===== src/rtl/game_pkg.sv =====
// Shared constants and types for the VGA game sprite controllers.
// clog2 sizes the sprite ROM row/col index ports.
package game_pkg;

    localparam int MAX_X = 640;
    localparam int MAX_Y = 480;

    typedef enum logic [1:0] {
        IDLE    = 2'd0,
        MOVE    = 2'd1,
        HIT     = 2'd2,
        RESPAWN = 2'd3
    } obs_state_t;

    function automatic int clog2(input int v);
        int r;
        r = 0;
        for (int i = 0; i < 31; i++)
            if ((1 << i) < v) r = i + 1;
        return r;
    endfunction

endpackage


===== src/rtl/obstacle_mover_if.sv =====
// Obstacle controller bus: frame/game inputs, sprite outputs.
// master drives the inputs (game top / bench), slave is the controller.
interface obstacle_mover_if
    import game_pkg::*;
#(
    parameter int ROW_W = 4,
    parameter int COL_W = 4
);

    logic             frame_tick;
    logic             enable;
    logic             dir;
    logic [9:0]       y_x;
    logic [9:0]       y_y;
    logic [9:0]       x;
    logic [9:0]       y;
    logic [9:0]       obs_x;
    logic [9:0]       obs_y;
    logic             obs_on;
    logic [ROW_W-1:0] rom_row;
    logic [COL_W-1:0] rom_col;
    logic             hit;
    logic             passed;
    obs_state_t       state;

    modport master (
        output frame_tick, enable, dir, y_x, y_y, x, y,
        input  obs_x, obs_y, obs_on, rom_row, rom_col,
        input  hit, passed, state
    );

    modport slave (
        input  frame_tick, enable, dir, y_x, y_y, x, y,
        output obs_x, obs_y, obs_on, rom_row, rom_col,
        output hit, passed, state
    );

endinterface


===== src/rtl/bbox_overlap.sv =====
// Combinational axis-aligned bounding-box overlap test.
// Bounds are summed at 11 bits so boxes near the right edge never wrap.
module bbox_overlap #(
    parameter int AW = 16,
    parameter int AH = 16,
    parameter int BW = 16,
    parameter int BH = 16
) (
    input  logic [9:0] ax,
    input  logic [9:0] ay,
    input  logic [9:0] bx,
    input  logic [9:0] by,
    output logic       overlap
);

    logic [10:0] a_r, a_b, b_r, b_b;

    assign a_r = {1'b0, ax} + 11'(AW);
    assign a_b = {1'b0, ay} + 11'(AH);
    assign b_r = {1'b0, bx} + 11'(BW);
    assign b_b = {1'b0, by} + 11'(BH);

    assign overlap = ({1'b0, bx} < a_r) && ({1'b0, ax} < b_r) &&
                     ({1'b0, by} < a_b) && ({1'b0, ay} < b_b);

endmodule


===== src/rtl/obstacle_mover.sv =====
// Horizontal obstacle sprite: stepping, edge wrap, Yoshi collision, hit/respawn.
// Define OBSTACLE_BOB_EN to add a triangular vertical bob to the sprite.
module obstacle_mover
    import game_pkg::*;
#(
    parameter int SPR_W          = 16,
    parameter int SPR_H          = 16,
    parameter int YOSHI_W        = 16,
    parameter int YOSHI_H        = 16,
    parameter int START_X        = 624,
    parameter int START_Y        = 400,
    parameter int SPEED          = 2,
    parameter int TICK_DIV       = 1,
    parameter int HIT_FRAMES     = 32,
    parameter int RESPAWN_FRAMES = 60,
    parameter int BOB_AMP        = 8
) (
    input  logic       clk,
    input  logic       reset,
    obstacle_mover_if.slave bus
);

    localparam int ROW_W = clog2(SPR_H);
    localparam int COL_W = clog2(SPR_W);

    localparam logic [10:0] X_LIM   = 11'(MAX_X - SPR_W);
    localparam logic [10:0] SPD     = 11'(SPEED);
    localparam logic [7:0]  DIV_END = 8'(TICK_DIV - 1);
    localparam logic [7:0]  HIT_END = 8'(HIT_FRAMES - 1);
    localparam logic [7:0]  RSP_END = 8'(RESPAWN_FRAMES - 1);
    localparam logic [9:0]  X0      = 10'(START_X);
    localparam logic [9:0]  Y0      = 10'(START_Y);

    obs_state_t  state_q, state_d;
    logic [9:0]  x_q, x_d;
    logic [7:0]  cnt_q, cnt_d;
    logic [7:0]  stp_q, stp_d;
    logic        hit_q, hit_d;
    logic        pass_q, pass_d;
    logic        bob_step;
    logic        bob_clr;
    logic [9:0]  obs_y;
    logic [10:0] x_wide;
    logic [9:0]  x_step;
    logic        wrap;
    logic        overlap;

`ifdef OBSTACLE_BOB_EN
    localparam int PH_W = clog2(2 * BOB_AMP) + 1;
    localparam logic [PH_W-1:0] AMP    = PH_W'(BOB_AMP);
    localparam logic [PH_W-1:0] PERIOD = PH_W'(2 * BOB_AMP);
    localparam logic [PH_W-1:0] PH_END = PH_W'(2 * BOB_AMP - 1);

    logic [PH_W-1:0] ph_q;
    logic [PH_W-1:0] bob;

    // Phase runs 0..2*AMP-1; bob folds it into 0..AMP..0.
    assign bob   = (ph_q <= AMP) ? ph_q : PERIOD - ph_q;
    assign obs_y = Y0 - 10'(bob);

    always_ff @(posedge clk) begin
        if (reset || bob_clr)
            ph_q <= '0;
        else if (bob_step)
            ph_q <= (ph_q == PH_END) ? '0 : ph_q + 1'b1;
    end
`else
    assign obs_y = Y0;
`endif

    bbox_overlap #(
        .AW (SPR_W),
        .AH (SPR_H),
        .BW (YOSHI_W),
        .BH (YOSHI_H)
    ) u_ovl (
        .ax      (x_q),
        .ay      (obs_y),
        .bx      (bus.y_x),
        .by      (bus.y_y),
        .overlap (overlap)
    );

    assign x_wide = {1'b0, x_q};

    always_comb begin
        wrap   = 1'b0;
        x_step = x_q;
        unique case (1'b1)
            !bus.dir: begin
                if (x_wide < SPD) begin
                    wrap   = 1'b1;
                    x_step = 10'(X_LIM);
                end else begin
                    x_step = 10'(x_wide - SPD);
                end
            end
            bus.dir: begin
                if (x_wide + SPD > X_LIM) begin
                    wrap   = 1'b1;
                    x_step = '0;
                end else begin
                    x_step = 10'(x_wide + SPD);
                end
            end
        endcase
    end

    always_comb begin
        state_d  = state_q;
        x_d      = x_q;
        cnt_d    = cnt_q;
        stp_d    = stp_q;
        hit_d    = 1'b0;
        pass_d   = 1'b0;
        bob_step = 1'b0;
        bob_clr  = 1'b0;
        unique case (state_q)
            IDLE: begin
                stp_d = '0;
                if (bus.enable) begin
                    state_d = MOVE;
                    x_d     = X0;
                end
            end
            MOVE: begin
                if (!bus.enable) begin
                    state_d = IDLE;
                    stp_d   = '0;
                end else if (bus.frame_tick) begin
                    // Collision is judged on the pre-move position and wins.
                    if (overlap) begin
                        state_d = HIT;
                        cnt_d   = '0;
                        stp_d   = '0;
                        hit_d   = 1'b1;
                    end else if (stp_q == DIV_END) begin
                        stp_d    = '0;
                        x_d      = x_step;
                        pass_d   = wrap;
                        bob_step = 1'b1;
                    end else begin
                        stp_d = stp_q + 8'd1;
                    end
                end
            end
            HIT: begin
                if (bus.frame_tick) begin
                    if (cnt_q == HIT_END) begin
                        state_d = RESPAWN;
                        cnt_d   = '0;
                        x_d     = X0;
                        bob_clr = 1'b1;
                    end else begin
                        cnt_d = cnt_q + 8'd1;
                    end
                end
            end
            RESPAWN: begin
                if (bus.frame_tick) begin
                    if (cnt_q == RSP_END) begin
                        state_d = bus.enable ? MOVE : IDLE;
                        cnt_d   = '0;
                    end else begin
                        cnt_d = cnt_q + 8'd1;
                    end
                end
            end
        endcase
    end

    always_ff @(posedge clk) begin
        if (reset) begin
            state_q <= IDLE;
            x_q     <= X0;
            cnt_q   <= '0;
            stp_q   <= '0;
            hit_q   <= 1'b0;
            pass_q  <= 1'b0;
        end else begin
            state_q <= state_d;
            x_q     <= x_d;
            cnt_q   <= cnt_d;
            stp_q   <= stp_d;
            hit_q   <= hit_d;
            pass_q  <= pass_d;
        end
    end

    logic [10:0] px, py;
    logic        in_x, in_y, visible;

    assign px   = {1'b0, bus.x};
    assign py   = {1'b0, bus.y};
    assign in_x = (px >= x_wide) && (px < x_wide + 11'(SPR_W));
    assign in_y = (py >= {1'b0, obs_y}) &&
                  (py < {1'b0, obs_y} + 11'(SPR_H));
    // Flash while hit: sprite shown on frames whose counter bit 2 is clear.
    assign visible = (state_q == MOVE) ||
                     ((state_q == HIT) && !cnt_q[2]);

    assign bus.obs_on  = in_x && in_y && visible;
    assign bus.rom_col = COL_W'(bus.x - x_q);
    assign bus.rom_row = ROW_W'(bus.y - obs_y);
    assign bus.obs_x   = x_q;
    assign bus.obs_y   = obs_y;
    assign bus.hit     = hit_q;
    assign bus.passed  = pass_q;
    assign bus.state   = state_q;

endmodule


===== src/flat_wrapper.sv =====
// flat-port wrapper written by rule: the top's interface ports become plain ports
module obstacle_mover_flat import game_pkg::*;
#(
    parameter int SPR_W          = 16,
    parameter int SPR_H          = 16,
    parameter int YOSHI_W        = 16,
    parameter int YOSHI_H        = 16,
    parameter int START_X        = 624,
    parameter int START_Y        = 400,
    parameter int SPEED          = 2,
    parameter int TICK_DIV       = 1,
    parameter int HIT_FRAMES     = 32,
    parameter int RESPAWN_FRAMES = 60,
    parameter int BOB_AMP        = 8
)
  (clk, reset, bus_frame_tick, bus_enable, bus_dir, bus_y_x, bus_y_y, bus_x, bus_y, bus_obs_x, bus_obs_y, bus_obs_on, bus_rom_row, bus_rom_col, bus_hit, bus_passed, bus_state);
  obstacle_mover_if #(.ROW_W(4), .COL_W(4)) bus_i ();
  input  logic clk;
  input  logic reset;
  input wire logic [$bits(bus_i.frame_tick)-1:0] bus_frame_tick;
  input wire logic [$bits(bus_i.enable)-1:0] bus_enable;
  input wire logic [$bits(bus_i.dir)-1:0] bus_dir;
  input wire logic [$bits(bus_i.y_x)-1:0] bus_y_x;
  input wire logic [$bits(bus_i.y_y)-1:0] bus_y_y;
  input wire logic [$bits(bus_i.x)-1:0] bus_x;
  input wire logic [$bits(bus_i.y)-1:0] bus_y;
  output wire logic [$bits(bus_i.obs_x)-1:0] bus_obs_x;
  output wire logic [$bits(bus_i.obs_y)-1:0] bus_obs_y;
  output wire logic [$bits(bus_i.obs_on)-1:0] bus_obs_on;
  output wire logic [$bits(bus_i.rom_row)-1:0] bus_rom_row;
  output wire logic [$bits(bus_i.rom_col)-1:0] bus_rom_col;
  output wire logic [$bits(bus_i.hit)-1:0] bus_hit;
  output wire logic [$bits(bus_i.passed)-1:0] bus_passed;
  output wire logic [$bits(bus_i.state)-1:0] bus_state;
  assign bus_i.frame_tick = bus_frame_tick;
  assign bus_i.enable = bus_enable;
  assign bus_i.dir = bus_dir;
  assign bus_i.y_x = bus_y_x;
  assign bus_i.y_y = bus_y_y;
  assign bus_i.x = bus_x;
  assign bus_i.y = bus_y;
  assign bus_obs_x = bus_i.obs_x;
  assign bus_obs_y = bus_i.obs_y;
  assign bus_obs_on = bus_i.obs_on;
  assign bus_rom_row = bus_i.rom_row;
  assign bus_rom_col = bus_i.rom_col;
  assign bus_hit = bus_i.hit;
  assign bus_passed = bus_i.passed;
  assign bus_state = bus_i.state;
  obstacle_mover #(.SPR_W(SPR_W), .SPR_H(SPR_H), .YOSHI_W(YOSHI_W), .YOSHI_H(YOSHI_H), .START_X(START_X), .START_Y(START_Y), .SPEED(SPEED), .TICK_DIV(TICK_DIV), .HIT_FRAMES(HIT_FRAMES), .RESPAWN_FRAMES(RESPAWN_FRAMES), .BOB_AMP(BOB_AMP)) u_core (.clk(clk), .reset(reset), .bus(bus_i));
endmodule

===== config.mk =====
export PLATFORM = sky130hd
export DESIGN_NAME = obstacle_mover_flat
export DESIGN_NICKNAME = d
export VERILOG_FILES = /design/src/rtl/game_pkg.sv /design/src/rtl/obstacle_mover_if.sv /design/src/rtl/bbox_overlap.sv /design/src/rtl/obstacle_mover.sv /design/src/flat_wrapper.sv
export SDC_FILE = /design/constraint.sdc
export NUM_CORES = 1
export LEC_CHECK = 0
export BUFFER_PORTS_ARGS = -buffer_cell sky130_fd_sc_hd__buf_2
export CAP_MARGIN = 5
export CORE_ASPECT_RATIO = 1.4
export CORE_UTILIZATION = 26
export DETAILED_ROUTE_END_ITERATION = 6
export PLACE_DENSITY_LB_ADDON = 0.25
export SETUP_SLACK_MARGIN = 0.5
export SYNTH_ARGS = -nofsm -noshare
export SYNTH_HDL_FRONTEND = slang
export SYNTH_HIERARCHICAL = 1
export SYNTH_SLANG_ARGS = --single-unit

===== constraint.sdc =====
create_clock -name clk -period 4.2 [get_ports clk]
set_input_delay 0.84 -clock clk [delete_from_list [all_inputs] [get_ports clk]]
set_output_delay 0.84 -clock clk [all_outputs]
set_load 0.02 [all_outputs]

==> metrics, run 1 <==
leakage 1.991 nW; initial DRC count 225; Clk pin slew, worst setup/hold paths approximately 0.060 ns; worst-case hold path end point u_core/stp_q[6]; HP Class register to register; global-route wire length before repair roughly 16000 µm; # Max-Cap Violations 0; Total Nets Final 685; maximum count of clock buffers along a single path 2; Antenna Nets Post-Route 0; total negative setup slack 0 ns; total routed wirelength between 9000 and 10000 µm; post-route clock period utilization 0.8473; vias after detailed routing between 3000 and 4000; clock skew after layout about 0.0068 ns; worst min-delay path startpoint u_core/stp_q[6]; Crit Reg-Reg Endpoint u_core/bus.obs_x[6]; ant diodes 0; final design utilization 0.3215; Period minus WS final 3.559 ns; number of primary I/O pins 78; max-slew violation count 0; Floorplan Core Area around 14000 µm²; half-perimeter wire length of the detailed placement result a little under 8000 µm; Root Buffer clkbuf_16; Port Buffers 58; Synth cell types 63; setup repair after global routing missed its margin false; area leader, netlist ha_1; area growth from synthesis to layout 20.18%; count of H-tree levels built during CTS 2; number of synthesized register bits 29; antenna violations before repair 0; reg-to-reg critical path startpoint u_core/bus.obs_x[8]; status completed; vias in the first global route 3577; Cell Rows 51; top cells by count, synth ha_1, nor2_1, inv_1; post-route setup slack between 0.6 and 0.7 ns; sequential element share of the synthesized area 0.1553; maximum number of pins on one net before global-route repair 23; Rel. slew slack 0.6089; most used flip-flop cell after synthesis dfxtp_1; setup violation total in the final timing report 0; data required time of the critical path between 4 and 5 ns; Cell Area, Synth 3739 µm²; highest achievable clock rate around 0.28 GHz; instance count along the most critical hold path 2; setup slack of the worst register-to-register path 0.84 ns; worst supply voltage drop on vdd between 0.1 and 0.15 mV; portion of synthesized cell area occupied by the leading cell type 0.2075; cell count after synthesis 492; share of power burned in registers 0.277; worst slew pin tran 0.5840 ns; remaining design rule violation count 0; Horiz. Die Dim 103.3 µm; net load switching power about 330 µW; net switching share of the total power 0.3147; # hold bufs at CTS 0; gpl congestion around 0.85; category of the most critical setup path input pin to register; layout cells sized above 1 0.1505; power share of the clock group 0.409; detailed-route vias per instance between 4 and 5; top cells by area, synth ha_1, dfxtp_1, xnor2_1; category of the worst setup path launch point input pin; Final Hold Violating Endpoints 0; number of cells on the worst reg-to-reg path 14; Die ar. ~15000 µm²; overall power of the completed layout between 1 and 1.5 mW; combined global-route utilization of all metal layers 0.1329; count of clock tree sinks 29; most common cell in the synthesized netlist ha_1; worst setup slack before clock tree synthesis roughly 0.22 ns; syn_area_per_cell 7.599 µm²; Internal Power 709.3 µW; total overflow reported by the global router 0; capturing element type of the critical path register; later-pin clock latency in the skew report approximately 0.28 ns; effective utilization at floorplan 0.2675; proportion of power drawn by combinational gates 0.314; Placed Area 4299 µm²; areal power density over the cells around 230 nW/µm²; WP data arrival 3.73 ns; EDFF count, synth 0; number of iterations in the first detailed-routing pass 5; worst-path maximum fanout 9; Synth warnings 6; clock tree from TritonCTS done; average routed wire per standard cell roughly 13 µm; height of the die ~140 µm; Final Instance Area roughly 4500 µm²; Post-synth ARST share 0; total CTS buffers 5
worst max-delay path, stage by stage:
cell	delay (ns)
buf_2	0.12
ha_1	0.24
nand3_1	0.11
xor2_1	0.18
ha_1	0.27
a21oi_1	0.17
o22ai_1	0.10
or3_1	0.39
nor4_4	0.33
buf_4	0.19
nand3b_2	0.14
a21oi_2	0.15
nor2_1	0.21
a21oi_1	0.06
o22a_1	0.21
registers in the layout (all words and copies together), names as in the netlist:
name,flops
u_core/bus.hit,1
u_core/bus.obs_x,9
u_core/bus.passed,1
u_core/bus.state,2
u_core/cnt_q,8
u_core/stp_q,8
cells by family after synthesis:
kind of cell	Yosys count	share of synthesized area
AO/OA/AOI/OAI	111	0.1938
XOR/XNOR	40	0.09371
adder cells (fa/ha/maj)	63	0.2129
buffers and inverters	68	0.08467
flip-flops	29	0.1553
multiplexers	3	0.008032
other	2	0.002009
AND/OR/NAND/NOR	176	0.2497
per-layer routing:
metal	vias to the layer above	wire, µm	track usage
li1	1863	-	-
met1	1739	4053	0.1474
met2	88	5072	0.2544
met3	13	432	0.01946
met4	0	145	0.03781
met5	-	0	0
layout make-up:
cell class                 count  area [µm²]
tap                          185       231.5
clock buffer                   7       142.6
timing repair buffer          65       342.8
fill                        1509        9482
multi-input combinational    438        3023
sequential                    29       580.6
inverter                      38       142.6
clock inverter                 1       30.03
metrics by stage:
step | hold slack (ns) | instances
2_1_floorplan | 0.4620 | 535
3_3_place_gp | 0.4959 | 754
3_5_place_dp | 0.4941 | 754
4_1_cts | 0.5023 | 762
5_1_grt | 0.5285 | 763
6_report | 0.4997 | 763
worst max path at each step:
stage	startpoint	to	slack, ns	cells after the start
6_report	bus_y_x[4]	u_core/bus.obs_x[6]	0.64	15
5_1_grt	u_core/bus.obs_x[4]	bus_obs_on	0.51	12
4_1_cts	bus_y_x[4]	u_core/cnt_q[7]	0.54	15
3_5_place_dp	bus_y_x[4]	u_core/cnt_q[7]	0.22	15
3_3_place_gp	bus_y_x[4]	u_core/cnt_q[7]	0.32	15
2_1_floorplan	bus_y_x[4]	u_core/cnt_q[7]	0.57	14
layout by cell type (no fill, tap or decap), drive strengths merged, types with 5 or more instances in the layout:
master	netlist	layout
nand2b	8	8
o31ai	6	6
conb	2	45
a21oi	26	26
nand2	31	31
ha	62	62
o21ai	31	31
a21o	7	7
and3	9	9
buf	19	65
inv	38	38
a211oi	6	6
nor2	47	47
clkbuf	11	7
nor3	12	12
dfxtp	29	29
nand4	11	11
xnor2	23	23
nor4	5	5
a31oi	6	6
xor2	17	17
or3	5	5
nand3	26	26
power groups by stage:
stage          logic (mW)  clock network, mW  registers, mW
6_report            0.325              0.424          0.287
5_1_grt             0.368              0.444          0.288
4_1_cts             0.320              0.431          0.287
3_5_place_dp        0.318                  0          0.293
3_3_place_gp        0.314                  0          0.293
2_1_floorplan       0.233                  0          0.299
what timing repair did:
action	CTS	global route
pin swaps	0	1
gates resized for setup	1	2
buffers inserted	0	1
setup endpoints to repair	1	5
hold endpoints to repair	0	0
(Power assumes the default switching activity.)
==> run 2: changes to the inputs <==
clock period = 3.6 ns   (was 4.2 ns; I/O delays follow)
==> metrics, run 2 (synthesis results as in run 1) <==
status completed; Horiz. Die Dim 103.3 µm (unchanged); capturing element type of the critical path register; setup slack of the worst register-to-register path 0.52 ns (-0.32 ns); clock tree from TritonCTS done; HP Class register to register; total overflow reported by the global router 0 (unchanged); setup violation total in the final timing report 0 (unchanged); data required time of the critical path 3.76 ns (-0.61 ns); Cell Rows 51 (unchanged); half-perimeter wire length of the detailed placement result 7995 µm (+2.9%); WP data arrival 3.25 ns (-0.48 ns); remaining design rule violation count 0 (unchanged); later-pin clock latency in the skew report 0.27 ns (about the same); reg-to-reg critical path startpoint u_core/bus.obs_x[4]; Placed Area 4377 µm² (+1.8%); Die ar. 14870 µm² (unchanged); initial DRC count 240 (+6.7%); Final Instance Area 5076 µm² (+13%); number of iterations in the first detailed-routing pass 5 (unchanged); detailed-route vias per instance 4.833 (-0.42%); total CTS buffers 5 (unchanged); gpl congestion 0.8526 (+0.86%); post-route clock period utilization 0.8576; Crit Reg-Reg Endpoint u_core/bus.obs_x[6]; combined global-route utilization of all metal layers 0.1419 (+0.009013); count of clock tree sinks 29 (unchanged); maximum count of clock buffers along a single path 2 (unchanged); height of the die 143.9 µm (unchanged); maximum number of pins on one net before global-route repair 23 (unchanged); Worst setup startpoint bus_y_y[5]; most common library cell in the layout ignoring fill and taps ha_1; worst-path maximum fanout 4 (-5); areal power density over the cells 237.0 nW/µm² (+2.9%); Period minus WS final between 3 and 4 ns; ant diodes 0 (unchanged); Clk pin slew, worst setup/hold paths 0.05 ns (about the same); Final Hold Violating Endpoints 0 (unchanged); instance count along the most critical hold path 2 (unchanged); antenna violations before repair 1 (+1); category of the worst setup path launch point input pin; clock skew after layout 0.005387 ns (-0.001374 ns); category of the most critical setup path input pin to register; average routed wire per standard cell 13.13 µm (+3.2%); vias in the first global route 3705 (+3.6%); vias after detailed routing 3818 (+3.1%); max-slew violation count 0 (unchanged); number of filler cells placed in the layout 1457 (-3.4%); highest achievable clock rate 0.3239 GHz; number of cells on the worst reg-to-reg path 13 (-1); # Max-Cap Violations 0 (unchanged); worst-case hold path end point u_core/cnt_q[1]; Port Buffers 58 (unchanged); total negative setup slack 0 ns (unchanged); total routed wirelength 10370 µm (+6.9%); worst min-delay path startpoint u_core/cnt_q[1]; count of H-tree levels built during CTS 2 (unchanged); layout cells sized above 1 0.2562 (+0.1057); Floorplan Core Area 13970 µm² (unchanged); setup repair after global routing missed its margin true; Rel. slew slack 0.5950 (-0.01389); number of primary I/O pins 78 (unchanged); Root Buffer clkbuf_16; Total Nets Final 712 (+3.9%); global-route wire length before repair 16750 µm (+5.7%); flip-flop count of the largest register, all copies and words added 9 (unchanged); # hold bufs at CTS 0 (unchanged); most frequent cells in the layout ha_1, buf_2, conb_1; effective utilization at floorplan 0.2675 (unchanged); leakage 2.182 nW (+9.6%); worst slew pin tran 0.6067 ns (+0.02273 ns); Antenna Nets Post-Route 0 (unchanged); worst supply voltage drop on vdd 0.2609 mV (+90%); area growth from synthesis to layout 35.78%
[run 2: cell types whose count changed in the layout (fill, tap and decap cells not counted), moves of 4 or more]
| cell | before | now |
|---|---|---|
| buf_2 | 58 | 51 |
| a21oi_1 | 25 | 21 |
| ha_4 | 0 | 6 |
| nand3_1 | 23 | 19 |
| dfxtp_1 | 29 | 23 |
| dfxtp_4 | 0 | 5 |
| ha_1 | 62 | 55 |
| buf_6 | 0 | 11 |
| buf_4 | 7 | 24 |
[run 2: what timing repair did]
action | in CTS | in global routing
gates cloned | 0 | 1
endpoints found under the setup margin | 9 | 26
resized for setup | 42 | 41
pin swaps | 18 | 28
setup buffers | 8 | 15
[run 2: how the worst max path moves through the flow]
stage / to / slack [ns]
finish: u_core/bus.obs_x[6] / 0.51
global route: u_core/bus.obs_x[6] / 0.36
CTS: u_core/cnt_q[7] / 0.47
detailed placement: u_core/cnt_q[7] / 0.04
global placement: u_core/cnt_q[7] / 0.12
floorplan: u_core/cnt_q[7] / 0.48
[run 2: worst max-delay path, stage by stage]
cell	delay, ns
buf_6	0.11
ha_4	0.16
buf_4	0.13
xnor2_1	0.14
ha_1	0.16
nand4_1	0.13
nor3_2	0.19
o31a_1	0.19
nor4_4	0.07
buf_4	0.14
nand3b_2	0.23
a21o_1	0.24
or4_1	0.48
o22a_1	0.16
[run 2: stage by stage]
step | instances | hold slack [ns] | total power [mW] | setup slack (ns) | util
3_3_place_gp | 758 | 0.4848 | 0.7161 | 0.1162 | 0.3132
3_5_place_dp | 758 | 0.4920 | 0.7218 | 0.03986 | 0.3132
4_1_cts | 774 | 0.4970 | 1.158 | 0.4658 | 0.3404
6_report | 790 | 0.4942 | 1.203 | 0.5128 | 0.3632
2_1_floorplan | 535 | 0.4620 | 0.6263 | 0.4789 | -
5_1_grt | 790 | 0.5253 | 1.287 | 0.3608 | 0.3632
[run 2: area by class of cell]
class | instances | area, µm² | share of cell area
clock inverters | 2 | 10.01 | 0.001972
flip-flops and latches | 29 | 600.6 | 0.1183
inverters | 38 | 142.6 | 0.02810
clock buffers | 6 | 128.9 | 0.02539
multi-input cells | 438 | 3288 | 0.6478
well taps | 185 | 231.5 | 0.04560
repair buffers | 92 | 674.4 | 0.1329
[run 2: power by group]
| part | total (mW) | switching (mW) | internal [mW] |
|---|---|---|---|
| logic | 0.476 | 0.258 | 0.218 |
| registers | 0.336 | 0.0114 | 0.325 |
| clock network | 0.391 | 0.138 | 0.253 |
| total | 1.20 | 0.407 | 0.796 |
[run 2: layer usage]
layer / up-vias / part of all wire / track usage
li1: 1915 / - / -
met1: 1794 / 0.40 / 0.1541
met2: 86 / 0.54 / 0.2694
met3: 21 / 0.035 / 0.02237
met4: 2 / 0.023 / 0.05115
met5: - / 0.00096 / 0
